--- config.mk ---
export PLATFORM = sky130hd
export DESIGN_NAME = stopwatch_ctrl_flat
export DESIGN_NICKNAME = d
export VERILOG_FILES = /design/src/rtl/stopwatch_pkg.sv /design/src/rtl/stopwatch_ctrl_if.sv /design/src/rtl/btn_debounce.sv /design/src/rtl/stopwatch_ctrl.sv /design/src/flat_wrapper.sv
export SDC_FILE = /design/constraint.sdc
export NUM_CORES = 1
export LEC_CHECK = 0
export CAP_MARGIN = 20
export CORE_MARGIN = 5
export CORE_UTILIZATION = 40
export CTS_CLUSTER_SIZE = 40
export DETAILED_ROUTE_END_ITERATION = 10
export GPL_ROUTABILITY_DRIVEN = 1
export PLACE_DENSITY_LB_ADDON = 0.15
export SYNTH_ARGS = -nofsm -noshare
export SYNTH_HDL_FRONTEND = slang
export SYNTH_SLANG_ARGS = --single-unit
export TNS_END_PERCENT = 20
--- constraint.sdc ---
create_clock -name i_Clk -period 2.22 [get_ports i_Clk]
set_input_delay 0.444 -clock i_Clk [delete_from_list [all_inputs] [get_ports i_Clk]]
set_output_delay 0.444 -clock i_Clk [all_outputs]
set_load 0.03 [all_outputs]
--- src/rtl/stopwatch_pkg.sv ---
`default_nettype none
// ============================================================================
// stopwatch_pkg : shared types and BCD helper for the stopwatch controller
// Rev 1.0
// ============================================================================
package stopwatch_pkg;

    typedef enum logic [1:0] {
        ST_IDLE   = 2'd0,
        ST_RUN    = 2'd1,
        ST_PAUSED = 2'd2
    } sw_state_t;

    typedef logic [3:0] bcd_t;

    localparam bcd_t BCD_MAX = 4'd9;

    function automatic bcd_t bcd_inc(input bcd_t d);
        return (d == BCD_MAX) ? bcd_t'(0) : d + bcd_t'(1);
    endfunction

endpackage
`default_nettype wire

--- src/rtl/stopwatch_ctrl_if.sv ---
`default_nettype none
// ============================================================================
// stopwatch_ctrl_if : button inputs and display outputs of stopwatch_ctrl
// Lap button present only when STOPWATCH_LAP_EN is defined.  Rev 1.0
// ============================================================================
interface stopwatch_ctrl_if;
    import stopwatch_pkg::*;

    logic i_Start_Btn;
    logic i_Clear_Btn;
`ifdef STOPWATCH_LAP_EN
    logic i_Lap_Btn;
`endif
    bcd_t o_Digit_Tens;
    bcd_t o_Digit_Ones;
    logic o_Running;
    logic o_Wrap;

`ifdef STOPWATCH_LAP_EN
    modport slave  (input  i_Start_Btn, i_Clear_Btn, i_Lap_Btn,
                    output o_Digit_Tens, o_Digit_Ones, o_Running, o_Wrap);
    modport master (output i_Start_Btn, i_Clear_Btn, i_Lap_Btn,
                    input  o_Digit_Tens, o_Digit_Ones, o_Running, o_Wrap);
`else
    modport slave  (input  i_Start_Btn, i_Clear_Btn,
                    output o_Digit_Tens, o_Digit_Ones, o_Running, o_Wrap);
    modport master (output i_Start_Btn, i_Clear_Btn,
                    input  o_Digit_Tens, o_Digit_Ones, o_Running, o_Wrap);
`endif

endinterface
`default_nettype wire

--- src/rtl/btn_debounce.sv ---
`default_nettype none
// ============================================================================
// btn_debounce : 2-FF synchronizer plus hold-time debouncer, press pulse on 0->1
// Rev 1.0
// ============================================================================
module btn_debounce #(
    parameter int DEBOUNCE_CYCLES = 250_000
) (
    input  wire logic i_Clk,
    input  wire logic i_Rst_n,
    input  wire logic i_Btn,
    output logic      o_Level,
    output logic      o_Press
);

    localparam int            CW     = $clog2(DEBOUNCE_CYCLES + 1);
    localparam logic [CW-1:0] C_LAST = CW'(DEBOUNCE_CYCLES - 1);

    logic [1:0]    r_sync;
    logic [CW-1:0] r_cnt;
    logic          r_level;
    logic          r_press;

    // r_cnt counts consecutive cycles the synchronized input disagrees with r_level
    always_ff @(posedge i_Clk or negedge i_Rst_n) begin
        if (!i_Rst_n) begin
            r_sync  <= '0;
            r_cnt   <= '0;
            r_level <= 1'b0;
            r_press <= 1'b0;
        end else begin
            r_sync  <= {r_sync[0], i_Btn};
            r_press <= 1'b0;
            if (r_sync[1] == r_level) begin
                r_cnt <= '0;
            end else if (r_cnt == C_LAST) begin
                r_cnt   <= '0;
                r_level <= r_sync[1];
                r_press <= r_sync[1];
            end else begin
                r_cnt <= r_cnt + CW'(1);
            end
        end
    end

    assign o_Level = r_level;
    assign o_Press = r_press;

endmodule
`default_nettype wire

--- src/rtl/stopwatch_ctrl.sv ---
`default_nettype none
// ============================================================================
// stopwatch_ctrl : IDLE/RUN/PAUSED sequencer, 1 Hz prescaler, 00..99 BCD count
// Optional lap freeze enabled by STOPWATCH_LAP_EN.  Rev 1.0
// ============================================================================
module stopwatch_ctrl
    import stopwatch_pkg::*;
#(
    parameter int TICK_DIV        = 25_000_000,
    parameter int DEBOUNCE_CYCLES = 250_000
) (
    input  wire logic       i_Clk,
    input  wire logic       i_Rst_n,
    stopwatch_ctrl_if.slave sw
);

    localparam int            PW          = $clog2(TICK_DIV);
    localparam logic [PW-1:0] C_TICK_LAST = PW'(TICK_DIV - 1);

    logic w_start_press, w_start_level;
    logic w_clear_press, w_clear_level;

    btn_debounce #(.DEBOUNCE_CYCLES(DEBOUNCE_CYCLES)) u_start_db (
        .i_Clk   (i_Clk),
        .i_Rst_n (i_Rst_n),
        .i_Btn   (sw.i_Start_Btn),
        .o_Level (w_start_level),
        .o_Press (w_start_press)
    );

    btn_debounce #(.DEBOUNCE_CYCLES(DEBOUNCE_CYCLES)) u_clear_db (
        .i_Clk   (i_Clk),
        .i_Rst_n (i_Rst_n),
        .i_Btn   (sw.i_Clear_Btn),
        .o_Level (w_clear_level),
        .o_Press (w_clear_press)
    );

`ifdef STOPWATCH_LAP_EN
    logic w_lap_press, w_lap_level;

    btn_debounce #(.DEBOUNCE_CYCLES(DEBOUNCE_CYCLES)) u_lap_db (
        .i_Clk   (i_Clk),
        .i_Rst_n (i_Rst_n),
        .i_Btn   (sw.i_Lap_Btn),
        .o_Level (w_lap_level),
        .o_Press (w_lap_press)
    );

    logic w_unused_levels;
    assign w_unused_levels = &{1'b0, w_start_level, w_clear_level, w_lap_level};
`else
    logic w_unused_levels;
    assign w_unused_levels = &{1'b0, w_start_level, w_clear_level};
`endif

    sw_state_t     r_state;
    sw_state_t     w_next;
    logic [PW-1:0] r_presc;
    bcd_t          r_tens;
    bcd_t          r_ones;
    logic          r_running;
    logic          r_wrap;
    logic          w_run;
    logic          w_tick;
    logic          w_zero;
    logic          w_at_max;

    always_ff @(posedge i_Clk or negedge i_Rst_n) begin
        if (!i_Rst_n) begin
            r_state <= ST_IDLE;
        end else begin
            r_state <= w_next;
        end
    end

    // Clear outranks start in every state
    always_comb begin
        w_next = r_state;
        case (r_state)
            ST_IDLE:   if (!w_clear_press && w_start_press) w_next = ST_RUN;
            ST_RUN:    if (w_clear_press)      w_next = ST_IDLE;
                       else if (w_start_press) w_next = ST_PAUSED;
            ST_PAUSED: if (w_clear_press)      w_next = ST_IDLE;
                       else if (w_start_press) w_next = ST_RUN;
            default:   w_next = ST_IDLE;
        endcase
    end

    always_comb begin
        w_run    = (r_state == ST_RUN);
        w_tick   = w_run && (r_presc == C_TICK_LAST);
        w_zero   = (w_next == ST_IDLE);
        w_at_max = (r_tens == BCD_MAX) && (r_ones == BCD_MAX);
    end

    always_ff @(posedge i_Clk or negedge i_Rst_n) begin
        if (!i_Rst_n) begin
            r_presc   <= '0;
            r_running <= 1'b0;
        end else begin
            r_running <= (w_next == ST_RUN);
            if (w_zero) begin
                r_presc <= '0;
            end else if (w_run) begin
                r_presc <= w_tick ? '0 : r_presc + PW'(1);
            end
        end
    end

    // A clear coinciding with a tick suppresses the increment
    always_ff @(posedge i_Clk or negedge i_Rst_n) begin
        if (!i_Rst_n) begin
            r_tens <= '0;
            r_ones <= '0;
            r_wrap <= 1'b0;
        end else if (w_zero) begin
            r_tens <= '0;
            r_ones <= '0;
            r_wrap <= 1'b0;
        end else begin
            r_wrap <= w_tick && w_at_max;
            if (w_tick) begin
                r_ones <= bcd_inc(r_ones);
                if (r_ones == BCD_MAX) r_tens <= bcd_inc(r_tens);
            end
        end
    end

`ifdef STOPWATCH_LAP_EN
    logic r_frozen;
    bcd_t r_snap_tens;
    bcd_t r_snap_ones;

    always_ff @(posedge i_Clk or negedge i_Rst_n) begin
        if (!i_Rst_n) begin
            r_frozen    <= 1'b0;
            r_snap_tens <= '0;
            r_snap_ones <= '0;
        end else if (w_zero) begin
            r_frozen <= 1'b0;
        end else if (w_run && w_lap_press) begin
            r_frozen    <= !r_frozen;
            r_snap_tens <= r_tens;
            r_snap_ones <= r_ones;
        end
    end

    assign sw.o_Digit_Tens = r_frozen ? r_snap_tens : r_tens;
    assign sw.o_Digit_Ones = r_frozen ? r_snap_ones : r_ones;
`else
    assign sw.o_Digit_Tens = r_tens;
    assign sw.o_Digit_Ones = r_ones;
`endif

    assign sw.o_Running = r_running;
    assign sw.o_Wrap    = r_wrap;

endmodule
`default_nettype wire

--- src/flat_wrapper.sv ---
// flat-port wrapper written by rule: the top's interface ports become plain ports
module stopwatch_ctrl_flat import stopwatch_pkg::*;
#(
    parameter int TICK_DIV        = 25_000_000,
    parameter int DEBOUNCE_CYCLES = 250_000
)
  (i_Clk, i_Rst_n, sw_i_Start_Btn, sw_i_Clear_Btn, sw_o_Digit_Tens, sw_o_Digit_Ones, sw_o_Running, sw_o_Wrap);
  stopwatch_ctrl_if sw_i ();
  input  wire logic i_Clk;
  input  wire logic i_Rst_n;
  input wire logic [$bits(sw_i.i_Start_Btn)-1:0] sw_i_Start_Btn;
  input wire logic [$bits(sw_i.i_Clear_Btn)-1:0] sw_i_Clear_Btn;
  output wire logic [$bits(sw_i.o_Digit_Tens)-1:0] sw_o_Digit_Tens;
  output wire logic [$bits(sw_i.o_Digit_Ones)-1:0] sw_o_Digit_Ones;
  output wire logic [$bits(sw_i.o_Running)-1:0] sw_o_Running;
  output wire logic [$bits(sw_i.o_Wrap)-1:0] sw_o_Wrap;
  assign sw_i.i_Start_Btn = sw_i_Start_Btn;
  assign sw_i.i_Clear_Btn = sw_i_Clear_Btn;
  assign sw_o_Digit_Tens = sw_i.o_Digit_Tens;
  assign sw_o_Digit_Ones = sw_i.o_Digit_Ones;
  assign sw_o_Running = sw_i.o_Running;
  assign sw_o_Wrap = sw_i.o_Wrap;
  stopwatch_ctrl #(.TICK_DIV(TICK_DIV), .DEBOUNCE_CYCLES(DEBOUNCE_CYCLES)) u_core (.i_Clk(i_Clk), .i_Rst_n(i_Rst_n), .sw(sw_i));
endmodule
# Word level (Yosys, flattened, before mapping)
# Cells that the tools add are included.
# totals
ff_bits	81
in_bits	4
output_inout_bits	10
elab_cells	69
# classes
n_addsub	5
eq_ne	10
muxes	25
bitwise_logic	2
reduce_logical	13
# ops
cell	count
2-to-1 mux 25 bit	3
2-to-1 mux 18 bit	4
adder 18 x 1 -> 18 bit (second input constant)	2
== test 18 bit (second input constant)	2
2-to-1 mux 4 bit	7
adder 25 x 1 -> 25 bit (second input constant)	1
== test 25 bit (second input constant)	1
2-to-1 mux 2 bit	5
adder 4 x 1 -> 4 bit (second input constant)	2
== test 4 bit (second input constant)	2
case mux 2 bit (3 select lines)	1
AND reduction 2 bit	3
nonzero test 2 bit	3
2-to-1 mux 1 bit	5
== test 2 x 1 -> 1 bit (second input constant)	2
logical AND 1 bit	4
zero test 2 bit	2
== test 1 bit	2
== test 2 bit (second input constant)	1
NOT 1 bit	2
zero test 1 bit	1

# Depth between registers and ports, before layout
# logic_depth
word_depth	7
ltp_mapped	7
depth_no_buf	6

# Cells and area by module
# Synthesis repeated with hierarchy kept, for this count alone.
# unflattened
cells_unflattened	403
hier_area_um2	4062.6
# by_module_without_submodules
mod	n_inst	cells_each	area_per_inst_um2
stopwatch_ctrl	1	204	1966.9
btn_debounce (u_core.u_clear_db)	1	100	1059.8
btn_debounce (u_core.u_start_db)	1	99	1036.0

# Least setup slack after synthesis
# No wires, ideal clock.
# synth_timing
path_type	flip-flop to flip-flop
from	reg u_core.r_ones[0], in the netlist u_core.sw.o_Digit_Ones[0]
to	reg u_core.r_tens[0], in the netlist u_core.sw.o_Digit_Tens[0]
setup_ns	0.078
arrival_ns	2.023
t_required_ns	2.142
setup_slack_ns	0.119
path_stages_with_launch	6
n_path_buf	0
path_cell_list	dfrtp_1 > ha_1 > nand3b_1 > or4_4 > or4_1 > a21oi_1
# synth_between
elab_chain_len	3
# synth_rtl
item	line	rtl
from (decl)	stopwatch_ctrl.sv:61	bcd_t r_ones;
from (signal assigned)	stopwatch_ctrl.sv:124	r_ones <= bcd_inc(r_ones);
== test 4 bit	stopwatch_ctrl.sv:125	if (r_ones == BCD_MAX) r_tens <= bcd_inc(r_tens);
nonzero test 2 bit (no line)	-	
AND reduction 2 bit (no line)	-	
to (signal assigned)	stopwatch_ctrl.sv:125	
to (decl)	stopwatch_ctrl.sv:60	bcd_t r_tens;
# No other way between the ends.
# A chain may end at the register's enable or synchronous reset.

# Worst setup path in the final report
# layout_timing
from	reg u_core.r_ones[1], in the netlist u_core.sw.o_Digit_Ones[1]
to	reg u_core.r_tens[1], in the netlist u_core.sw.o_Digit_Tens[1]
# The elaborated chain is that of the path after synthesis.

==> flow_metrics.tcl <==
set metrics [dict create \
    outcome "finished clean" \
    cts_buffers 9 \
    hold_class "input pin to async pin" \
    crit_required_ns 2.51 \
    critPathKind "register to register" \
    tightest_slew_ns 0.537 \
    fillers 974 \
    htreeDepth 3 \
    core_area_um2 10300 \
    worstSetupStartpointType "register" \
    synthCells 420 \
    antenna_left 0 \
    ir_worst_vdd_mv 0.351 \
    die_h_um 112 \
    cts.sinks 81 \
    wl_per_cell_um 14.5 \
    maxCapViolCount 0 \
    path_clk_slew_ns 0.09 \
    powerDensity_nw_per_um2 545 \
    cts_setup_buffers 0 \
    layout.nets 456 \
    grt_pass1_wl_um 15100 \
    num_vias 3251 \
    maxSlewHeadroom_pct 63.9 \
    yosysUniqueCellTypes 52 \
    tns_ns 0 \
    setup_viol 0 \
    path_max_fanout 5 \
    dr.first_iter.drc_count 166 \
    port-buffer-count 13 \
    worst-path-buf-inv 1 \
    rows 37 \
    cts_resized 0 \
    place_area_um2 4550 \
    post-route-min-period_ns 2.08 \
    worst-path-stages 6 \
    cpPeakStageDelay_ns 0.55 \
    die-area_um2 12600 \
    ys_async_sr_fraction_pct 100 \
    gr-total-overflow 0 \
    hpwlAfterDp_um 5850 \
    fin_cells 586 \
    synth_area_leaders "dfrtp_1 (48%), xnor2_1 (4.4%), nor2_1 (3.7%)" \
    synth_fp_nets 431 \
    reg2reg_depth 6 \
    cp_top_family "simple AND/OR/NAND/NOR gates" \
    synth.top_cell.area_share_pct 48.4 \
    drcViolationCount 0 \
    synth_top_area_cell "dfrtp_1" \
    cp_cell_sequence "inv_1, ha_1, nand3b_1, or4_4, or4_1, a21oi_1" \
    synth_edf_count 0 \
    fin_skew_ns 0.00958 \
    dp_slack_ns 0.159 \
    grt_pass1_vias 3166 \
    syn_avg_cell_area_um2 9.97 \
    initial_core_util_pct 40.7 \
    finalHoldViolCount 0 \
    cp-end-kind "register" \
    leakagePower_uw 0.00181 \
    fin_area_um2 4730 \
    pin_count 14 \
    gr-usage-all-layers_pct 14.5 \
    yosysWarnings 0 \
    ys.flop_type "dfrtp_1" \
    fmax_ghz 0.481 \
    syn_area_um2 4190 \
    drive_gt1_share_pct 12.2 \
    cts-root-buf "clkbuf_8" \
    cpMaxStageDelayCell "or4_4" \
    antenna_found_initial 0 \
    worst_slack_ns 0.142 \
    ctsHoldBuffers 0 \
    grt_setup_unrepaired "false" \
    diodes 0 \
    synth_seq_area_share_pct 48.4 \
    critPathArrivalTime_ns 2.37 \
    grt_max_degree 35 \
    synth-seq-cells 81 \
    area_growth_pct 13.1 \
    insertion_delay_ns 0.36 \
    cts_tree "done" \
    fin_crit_sh_pct 93.6 \
    cts_buffer_depth 2 \
    die_w_um 112 \
    place_congestion 0.753 \
    totalWireLength_um 8510 \
    slew_violations 0 \
    rrSetupSlack_ns 0.14 \
    vias_per_cell 5.55 \
    dp_cells 570 \
    first_pass_iters 4 \
]
## worst register-to-register path: cells and delay by family (launching register included)
kind | cells | cell delay, ns
AOI/OAI and AO/OA | 1 | 0.15
adders and majority gates | 1 | 0.15
buffers and inverters | 1 | 0.07
DFF | 1 | 0.43
and+or+nand+nor | 3 | 1.22
## state kept, by name, summed over array words and instances (netlist names)
signal,count
u_core.r_presc,25
u_core.r_state,2
u_core.sw.o_Digit_Ones,4
u_core.sw.o_Digit_Tens,4
u_core.sw.o_Running,1
u_core.sw.o_Wrap,1
u_core.u_clear_db.o_Level,1
u_core.u_clear_db.o_Press,1
u_core.u_clear_db.r_cnt,18
u_core.u_clear_db.r_sync,2
u_core.u_start_db.o_Level,1
u_core.u_start_db.o_Press,1
u_core.u_start_db.r_cnt,18
u_core.u_start_db.r_sync,2
## metrics by stage
| stage | hold WS, ns | power (uW) | utilization (%) |
|---|---|---|---|
| floorplan | 0.148 | 1550 | - |
| global placement | 0.332 | 1600 | 44.3 |
| detailed placement | 0.335 | 1600 | 44.3 |
| CTS | 0.0387 | 2620 | 46.1 |
| global route | 0.0464 | 2700 | 46.1 |
| finish | 0.0289 | 2580 | 46.1 |
## Yosys cell counts (3+ instances only)
cell / count
o21ai_0: 17
ha_1: 7
a21oi_1: 30
dfrtp_1: 81
or4_4: 4
or3_1: 8
and4_1: 5
and3_1: 9
nor4_1: 9
nand3_1: 24
nand2_1: 21
nand4_1: 12
inv_1: 14
clkbuf_1: 6
nor2_1: 41
mux2_2: 4
nor4bb_1: 3
or2_2: 3
o211ai_1: 3
xnor2_1: 21
or4_1: 19
xor2_1: 13
nand3b_1: 3
buf_2: 6
o31ai_1: 15
nor3_1: 8
## power by group
group	switching (uW)	total [uW]	internal, uW
clock	590	1010	418
sequential	11.2	1500	1490
combinational	47.9	72.4	24.5
total	649	2580	1930
## routing by layer
layer	part of all wire (%)	vias to the layer above	routed length (um)	GRT usage [%]
met5	0	-	0	0
met4	1.6	0	136	5.77
met3	3.0	11	254	3.13
met2	48	40	4100	23.2
met1	47	1591	4020	19.2
li1	-	1609	-	-
## cells by family (layout without fill, tap and decap cells)
logic type,count (synthesis),in the layout,share of synthesized area (%)
AND/OR/NAND/NOR,189,189,26.6
adder cells (fa/ha/maj),7,7,2.09
buffers and inverters,27,57,2.78
AO/OA/AOI/OAI,78,78,11.9
multiplexers,4,4,1.08
XOR/XNOR,34,34,7.11
flip-flops,81,81,48.4
## worst paths after layout
path | startpoint | end
setup reg to reg | u_core.sw.o_Digit_Ones[1]$_DFFE_PN0P_ | u_core.sw.o_Digit_Tens[1]$_DFFE_PN0P_
min in group i_Clk | u_core.u_start_db.r_sync[0]$_DFF_PN0_ | u_core.u_start_db.r_sync[1]$_DFF_PN0_
hold / removal | i_Rst_n | u_core.sw.o_Digit_Ones[2]$_DFFE_PN0P_
setup / recovery | u_core.sw.o_Digit_Ones[1]$_DFFE_PN0P_ | u_core.sw.o_Digit_Tens[1]$_DFFE_PN0P_
max in group asynchronous | i_Rst_n | u_core.r_presc[15]$_DFFE_PN0P_
hold reg to reg | u_core.u_start_db.r_sync[0]$_DFF_PN0_ | u_core.u_start_db.r_sync[1]$_DFF_PN0_
## placed cells by master (no fill, tap or decap), types with 3 or more instances in the layout
cell	n
clkdlybuf4s50_1	12
nor2_1	41
inv_1	14
nand3_1	24
nor4_1	9
and4_1	5
or4_1	19
and3_1	9
dfrtp_1	81
xor2_1	13
nand4_1	12
o21ai_0	17
mux2_2	4
nor4bb_1	3
buf_4	13
or3_1	8
o31ai_1	15
nand3b_1	3
a21oi_1	30
or2_2	3
nor3_1	8
clkbuf_8	9
o211ai_1	3
nand2_1	21
xnor2_1	21
ha_1	7
or4_4	4
## area by class of cell
cell class | instances | area (um^2) | share of cell area (%)
sequential | 81 | 2030 | 42.8
tap | 136 | 170 | 3.60
clock inverter | 7 | 55.1 | 1.16
multi-input combinational | 312 | 2050 | 43.2
clock buffer | 9 | 124 | 2.62
timing repair buffer | 27 | 258 | 5.45
inverter | 14 | 52.6 | 1.11
No activity file was read; power rests on OpenSTA's default activity.
